==> src/rtl/fractal_iter_engine.sv <==
// Sequential Julia/Mandelbrot escape-time engine: one pixel in flight, one complex square per clock.
// Returns the escape count as binary and as a thermometer colour word.
module fractal_iter_engine #(
    parameter int WS       = 16,
    parameter int DP       = 8,
    parameter int MAX_ITER = 23,
    parameter int CW       = 5,
    parameter int X_OFF    = 640,
    parameter int Y_OFF    = 360
) (
    input  logic                iClk,
    input  logic                iRst,
    input  logic                iValid,
    output logic                oReady,
    input  logic [WS-1:0]       iX,
    input  logic [WS-1:0]       iY,
    input  logic [2*WS-1:0]     iC,
    input  logic [WS-1:0]       iThres,
    input  logic [CW-1:0]       iMaxIter,
    input  logic                iMode,
    output logic                oValid,
    input  logic                iReady,
    output logic [CW-1:0]       oIterCnt,
    output logic [MAX_ITER-1:0] oIterTherm,
    output logic                oEscaped
);

    // state | meaning
    // IDLE  | waiting for a pixel, oReady high
    // ITER  | evaluating z_k, one step per clock
    // DONE  | result held on outputs until iReady
    typedef enum logic [1:0] {S_IDLE, S_ITER, S_DONE} state_t;

    state_t state, state_nxt;

    logic signed [WS-1:0] zr, zi, cr, ci;
    logic signed [WS-1:0] zr_nxt, zi_nxt, cr_nxt, ci_nxt;
    logic [WS-1:0]        thres, thres_nxt;
    logic [CW-1:0]        lim, lim_nxt;
    logic [CW-1:0]        k, k_nxt;
    logic [CW-1:0]        lim_in;
    logic [WS-1:0]        px, py;

    logic signed [2*WS-1:0] p_rr, p_ii, p_ri;
    logic signed [2*WS-1:0] sq_re, sq_im;
    logic [2*WS:0]          az_sum;
    logic                   esc;

    logic                ld_res;
    logic [CW-1:0]       cnt_res;
    logic                esc_res;
    logic [MAX_ITER-1:0] therm_res;

    assign oReady = (state == S_IDLE);
    assign oValid = (state == S_DONE);

    assign px = iX - WS'(X_OFF);
    assign py = iY - WS'(Y_OFF);

    always_comb begin
        lim_in = iMaxIter;
        if (iMaxIter < CW'(2))
            lim_in = CW'(2);
        else if (iMaxIter > CW'(MAX_ITER))
            lim_in = CW'(MAX_ITER);
    end

    // Squares are non-negative, so the magnitude sum is formed unsigned one bit wider.
    assign p_rr   = zr * zr;
    assign p_ii   = zi * zi;
    assign p_ri   = zr * zi;
    assign sq_re  = p_rr - p_ii;
    assign sq_im  = p_ri <<< 1;
    assign az_sum = {1'b0, p_rr} + {1'b0, p_ii};
    assign esc    = (az_sum >> DP) > {{(WS+1){1'b0}}, thres};

    always_comb begin
        state_nxt = state;
        zr_nxt    = zr;
        zi_nxt    = zi;
        cr_nxt    = cr;
        ci_nxt    = ci;
        thres_nxt = thres;
        lim_nxt   = lim;
        k_nxt     = k;
        ld_res    = 1'b0;
        cnt_res   = k;
        esc_res   = 1'b0;
        case (state)
            S_IDLE: begin
                if (iValid) begin
                    thres_nxt = iThres;
                    lim_nxt   = lim_in;
                    k_nxt     = '0;
                    state_nxt = S_ITER;
                    if (iMode) begin
                        zr_nxt = '0;
                        zi_nxt = '0;
                        cr_nxt = px;
                        ci_nxt = py;
                    end else begin
                        zr_nxt = px;
                        zi_nxt = py;
                        cr_nxt = iC[WS-1:0];
                        ci_nxt = iC[2*WS-1:WS];
                    end
                end
            end
            S_ITER: begin
                if (esc) begin
                    ld_res    = 1'b1;
                    esc_res   = 1'b1;
                    state_nxt = S_DONE;
                end else if (k == lim - CW'(1)) begin
                    ld_res    = 1'b1;
                    state_nxt = S_DONE;
                end else begin
                    zr_nxt = WS'(sq_re >>> DP) + cr;
                    zi_nxt = WS'(sq_im >>> DP) + ci;
                    k_nxt  = k + CW'(1);
                end
            end
            S_DONE: begin
                if (iReady)
                    state_nxt = S_IDLE;
            end
            default: state_nxt = S_IDLE;
        endcase
    end

    always_comb begin
        therm_res = '0;
        for (int i = 0; i < MAX_ITER; i++)
            therm_res[i] = (i <= int'(cnt_res));
    end

    always_ff @(posedge iClk) begin
        if (iRst) begin
            state      <= S_IDLE;
            zr         <= '0;
            zi         <= '0;
            cr         <= '0;
            ci         <= '0;
            thres      <= '0;
            lim        <= '0;
            k          <= '0;
            oIterCnt   <= '0;
            oIterTherm <= '0;
            oEscaped   <= 1'b0;
        end else begin
            state <= state_nxt;
            zr    <= zr_nxt;
            zi    <= zi_nxt;
            cr    <= cr_nxt;
            ci    <= ci_nxt;
            thres <= thres_nxt;
            lim   <= lim_nxt;
            k     <= k_nxt;
            if (ld_res) begin
                oIterCnt   <= cnt_res;
                oIterTherm <= therm_res;
                oEscaped   <= esc_res;
            end
        end
    end

endmodule
==> config.mk <==
export PLATFORM = sky130hd
export DESIGN_NAME = fractal_iter_engine
export DESIGN_NICKNAME = d
export VERILOG_FILES = /design/src/rtl/fractal_iter_engine.sv
export SDC_FILE = /design/constraint.sdc
export NUM_CORES = 2
export LEC_CHECK = 0
export ABC_AREA = 1
export CAP_MARGIN = 25
export CORE_ASPECT_RATIO = 1.4
export CORE_MARGIN = 3
export CORE_UTILIZATION = 55
export DETAILED_ROUTE_END_ITERATION = 16
export GPL_ROUTABILITY_DRIVEN = 0
export GPL_TIMING_DRIVEN = 0
export PLACE_DENSITY = 0.85
export SETUP_SLACK_MARGIN = 0.4
export SYNTH_ARGS = -nofsm -noshare
export SYNTH_HDL_FRONTEND = slang
export SYNTH_SLANG_ARGS = --single-unit
==> constraint.sdc <==
create_clock -name iClk -period 10.5 [get_ports iClk]
set_clock_uncertainty 0.2 [all_clocks]
set_input_delay 2.1 -clock iClk [delete_from_list [all_inputs] [get_ports iClk]]
set_output_delay 2.1 -clock iClk [all_outputs]
set_load 0.005 [all_outputs]
======== Yosys cells after proc, flatten, opt, wreduce, memory -nomap -nowiden ========
Index checks and enable logic that the tools add are counted.
storage, ports and cells
  flip-flop bits (word level) ............. 121
  input bits .............................. 90
  output and inout port bits .............. 31
  logic and storage cells ................. 88
cells by class
  add/sub/neg operators ................... 8
  multiply operators ...................... 3
  $lt $le $gt $ge ......................... 25
  equality and inequality tests ........... 8
  multiplexer cells ....................... 28
  reductions and logical operators ........ 5
operators by type and width
  cell                      count
  $mux W16                  10
  $mul A16 B16 Y32          2
  $pmux W16 S2              2
  $le A4 B5 Y1 const A      8
  $le A5 B5 Y1 const A      7
  $add A32 B32 Y33          1
  $add A16 B16 Y16          2
  $gt A25 B16 Y1            1
  $mux W5                   5
  $sub A24 B24 Y24          1
  $mul A16 B16 Y23          1
  $le A3 B5 Y1 const A      4
  $sub A16 B10 Y16 const B  1
  $sub A16 B9 Y16 const B   1
  $le A2 B5 Y1 const A      2
  $pmux W5 S2               1
  $mux W2                   4
  $ne A2 B2 Y1 const B      3
  $pmux W2 S3               1
  $add A5 B1 Y5 const B     1
  $eq A5 B5 Y1              1
  $gt A5 B5 Y1 const B      1
  $le A1 B5 Y1 const A      1
  $lt A5 B2 Y1 const B      1
  11 further kinds          15

======== Logic depth before layout (Yosys ltp) ========
  word-level depth ........................ 6
  mapped depth ............................ 50
  gate-level depth less buffers ........... 48

======== Worst setup path before layout ========
No wires, ideal clock.
  path kind ............................... reg2reg
  start ................................... register zi[11]
  end ..................................... register zr[1]
  setup time .............................. 0.112 ns
  data arrival time ....................... 8.185 ns
  data required time ...................... 10.188 ns
  slack ................................... 2.003 ns
  stages on the path, launching flop included .. 45
  buffers on the path ..................... 5
  period minus slack after synthesis ...... 8.497 ns
  cells stage by stage .................... dfxtp_1 > clkbuf_1 > buf_1 > nand2_1 > fa_1 > fa_1 > fa_1 > inv_1 > fa_1 > fa_1 > inv_1 > fa_1 > inv_1 > ha_1 > nand2_1 > nor2_1 > a211oi_1 > o21ai_1 > [... 9 more ...] > inv_1 > nand2_1 > nand2_1 > a21oi_1 > o21ai_0 > a21oi_1 > o21ai_0 > xor2_1 > ha_1 > nand4_1 > nor4_1 > nand4_2 > nand3_4 > buf_6 > buf_6 > nand4_1 > nand2_1 > nor2_1
on the way
  longest elaborated chain between the ends .. 5
RTL lines
  what                         line  source
  from (decl)                  36    logic signed [WS-1:0] zr, zi, cr, ci;
  from (signal assigned)       153   zi <= zi_nxt;
  $mul A16 B16 Y32             70    assign p_ii = zi * zi;
  $add A32 B32 Y33             74    assign az_sum = {1'b0, p_rr} + {1'b0, p_ii};
  $gt A25 B16 Y1               75    assign esc = (az_sum >> DP) > {{(WS+1){1'b0}}, thres};
  $ne A2 B2 Y1 (no line)       --
  $reduce_and A4 Y1 (no line)  --
  to (signal assigned)         152   zr <= zr_nxt;
  to (decl)                    36
No other way between the ends.
A chain may end at the register's enable or synchronous reset.

======== Worst setup path in the final report ========
  start ................................... register zi[3]
  end ..................................... register zr[15]
on the way
  longest elaborated chain between the ends .. 6
  elaborated cells on any way between the ends .. 10
  classes of those cells .................. 3 x add/sub; 1 x mul; 1 x order compare; 1 x eq/ne; 3 x mux; 1 x reduce/logical
RTL lines
  what                line  source
  $mul A16 B16 Y32 *  70
  $sub A24 B24 Y24    72    assign sq_re = p_rr - p_ii;
  $add A16 B16 Y16    118   zr_nxt = WS'(sq_re >>> DP) + cr;
  $mux W16            114   end else if (k == lim - CW'(1)) begin
  $mux W16            110   if (esc) begin
  $pmux W16 S2        89    case (state)
Every way passes the cells marked *; elsewhere a longest branch is shown, timed or not. The select of a mux whose other input is x is not followed.

==> reports/metrics.cfg <==
[critical_path]
cp_data_arrival_time_ns=10.18
critPathLaunchType=flip-flop
cpMostUsedCell=nand2_1
endpoint_kind=flip-flop
max_stage_delay_ns=0.57
crit_fanout=10
critPathKind=flip-flop to flip-flop
critPathSlowestCell=fa_1
required_ns=10.65

[die]
die_area_um2=68600
die_w_um=222
initial_core_util_pct=55.8
num_io_pins=121
die_y_um=309
rows=110
core_um2=64500

[detailed_routing]
ant_nets=0
drt_iter0_drc=3717
wire_per_inst_um=20.1
totalWireLength_mm=116
vias_per_cell=5.67
route.detailed.drc=0
drtPass1Iterations=8
vias=32700

[clocking]
htree_levels=4
cts-root-buf=clkbuf_16
cts_tree=built
path_clk_slew_ns=0.07
cts_max_path_buffers=2
numCtsBuffers=17
clkLatencyLatePin_ns=0.46
cts.sinks=121

[global_route]
grt_max_degree=17
antenna_found_initial=4
gr-total-overflow=0
grt_pass1_wl_mm=181
grt_pass1_vias=34100
grt_usage_pct=34.1

[sta]
rsz0062_at_grt=yes
hold_viol_final=0
finalCriticalPeriod_ns=10.03
totalNegativeSetupSlack_ns=0
relSlewSlack_pct=30.0
setup_viol=0
post-route-period-util_pct=95.5
worst_slew_pin_slew_ns=1.05
fmax_mhz=99.7
drv_slew=0

[synth]
synth_edf_count=0
ys.warnings.count=0
ys.flop_type=dfxtp_1
ys_types=56
syn_area_per_cell_um2=7.53
ys_ff_latch=121
synth_nets=5863
synth_area_um2=36000
synth_seq_area_share_pct=6.73
netlist_instances=4781
synthArstFlopShare_pct=0

[final_layout]
utilization_pct=61.0
nFillCells=5264
area_delta_synth_final_pct=9.44
regArea_um2=2430
drive_gt1_share_pct=4.96
nNetsFinal=6004
multi_input_area_um2=28100

[run]
drv_cap=0

[run_status]
status=completed

[placement]
place_hpwl_mm=92.0
port_buffers=118

[min_path]
hold_class=flip-flop to flip-flop

==> critical path, delay by kind of cell, from the launching register on <==
family                   cells  cell delay, ns
buffers and inverters        8            1.15
adder cells (fa/ha/maj)      9            4.17
AND/OR/NAND/NOR             14            1.83
AO/OA/AOI/OAI                9            1.46
XOR/XNOR                     3            0.79
flip-flops                   1            0.30
==> synth_stat cells (6+ instances only) <==
| master | instances | area (um2) |
|---|---|---|
| inv_1 | 1295 | 4860 |
| clkbuf_1 | 120 | 450 |
| o21bai_1 | 11 | 82.6 |
| dfxtp_1 | 121 | 2420 |
| mux2i_1 | 11 | 110 |
| or2_2 | 12 | 75.1 |
| nand3_2 | 10 | 100 |
| buf_6 | 8 | 90.1 |
| a21o_1 | 13 | 97.6 |
| buf_1 | 32 | 120 |
| nor2_1 | 266 | 998 |
| a31oi_1 | 10 | 62.6 |
| o21a_1 | 6 | 45.0 |
| nand3_1 | 103 | 515 |
| ha_1 | 340 | 4250 |
| nand2_1 | 1023 | 3840 |
| fa_1 | 652 | 13100 |
| xnor2_1 | 62 | 543 |
| o211ai_1 | 24 | 180 |
| a22oi_1 | 6 | 45.0 |
| xor2_1 | 130 | 1140 |
| o21ai_0 | 141 | 706 |
| buf_2 | 13 | 65.1 |
| nor2_2 | 7 | 43.8 |
| a21oi_1 | 208 | 1040 |
| nor4_1 | 9 | 56.3 |
| nand4_1 | 57 | 357 |
| o22ai_1 | 12 | 75.1 |
| nor3_1 | 20 | 100 |
==> layer usage <==
metal  share of wire (%)  up-vias  global-route usage (%)
met5               0.029        -                   0.618
met4                  10        6                    25.9
met3                  11      745                    9.73
met2                  46     2139                    56.8
met1                  32    15500                    37.0
li1                    -    14400                       -
==> final cells by class <==
| class | instances | share of cell area [%] |
|---|---|---|
| clock inverters | 13 | 0.340 |
| clock buffers | 19 | 1.12 |
| inverters | 1304 | 12.4 |
| flip-flops and latches | 121 | 6.18 |
| diodes | 3 | 0.0191 |
| plain buffers | 179 | 2.69 |
| repair buffers | 122 | 3.08 |
| multi-input cells | 3177 | 71.5 |
| well taps | 840 | 2.67 |
==> sequential cells by signal, summed over array words and instances, names as in the netlist, 16 cells and up <==
| register | count |
|---|---|
| cr | 16 |
| oIterTherm | 23 |
| zr | 16 |
| thres | 16 |
| zi | 16 |
| ci | 16 |
==> timing repair <==
action | 4_1_cts | 5_1_grt
setup buffers | 1 | 2
hold buffers | 0 | 0
pin swaps | 1 | 4
setup endpoints to repair | 68 | 68
gates resized for setup | 63 | 267
==> cells in the final DEF, fill, tap and decap left out, types with 23 or more instances in the layout <==
master	n
inv_1	1294
xor2_1	122
nand4_1	57
o211ai_1	24
clkbuf_2	41
xnor2_1	60
fa_1	651
clkdlybuf4s50_1	118
nand3_1	103
clkbuf_1	47
ha_1	338
o21ai_0	135
nand2_1	1020
nor2_1	262
dfxtp_1	112
a21oi_1	204
buf_4	23
==> metrics by stage <==
stage | setup slack (ns) | cells | instance area (um2) | hold slack [ns]
finish | 0.473 | 5778 | 39400 | 0.268
global route | 0.0914 | 5776 | 39400 | 0.282
CTS | 0.406 | 5772 | 38900 | 0.268
detailed placement | -0.593 | 5739 | 38200 | 0.257
global placement | -0.433 | 5739 | 38200 | 0.251
floorplan | 2.00 | 4781 | 36000 | 0.225
==> final timing paths <==
| check | from | cells after the start | endpoint | slack, ns |
|---|---|---|---|---|
| min | thres[12]$_SDFFE_PP0P_ | 2 | thres[12]$_SDFFE_PP0P_ | 0.27 |
| max | zi[3]$_SDFFE_PP0P_ | 43 | zr[15]$_SDFFE_PP0P_ | 0.47 |
| min reg2reg | thres[12]$_SDFFE_PP0P_ | 2 | thres[12]$_SDFFE_PP0P_ | 0.27 |
| max reg2reg | zi[3]$_SDFFE_PP0P_ | 43 | zr[15]$_SDFFE_PP0P_ | 0.47 |
==> cells by family after synthesis <==
group	synth area share (%)
DFF	6.73
muxes	0.306
buffers and inverters	15.8
adders and majority gates	48.1
xor gates and xnor gates	4.67
and+or+nand+nor	17.2
AOI/OAI and AO/OA	7.19
Power is left out: the tool's default activity adds up to more than one toggle a clock period on the data nets, which glitch-free logic cannot reach.
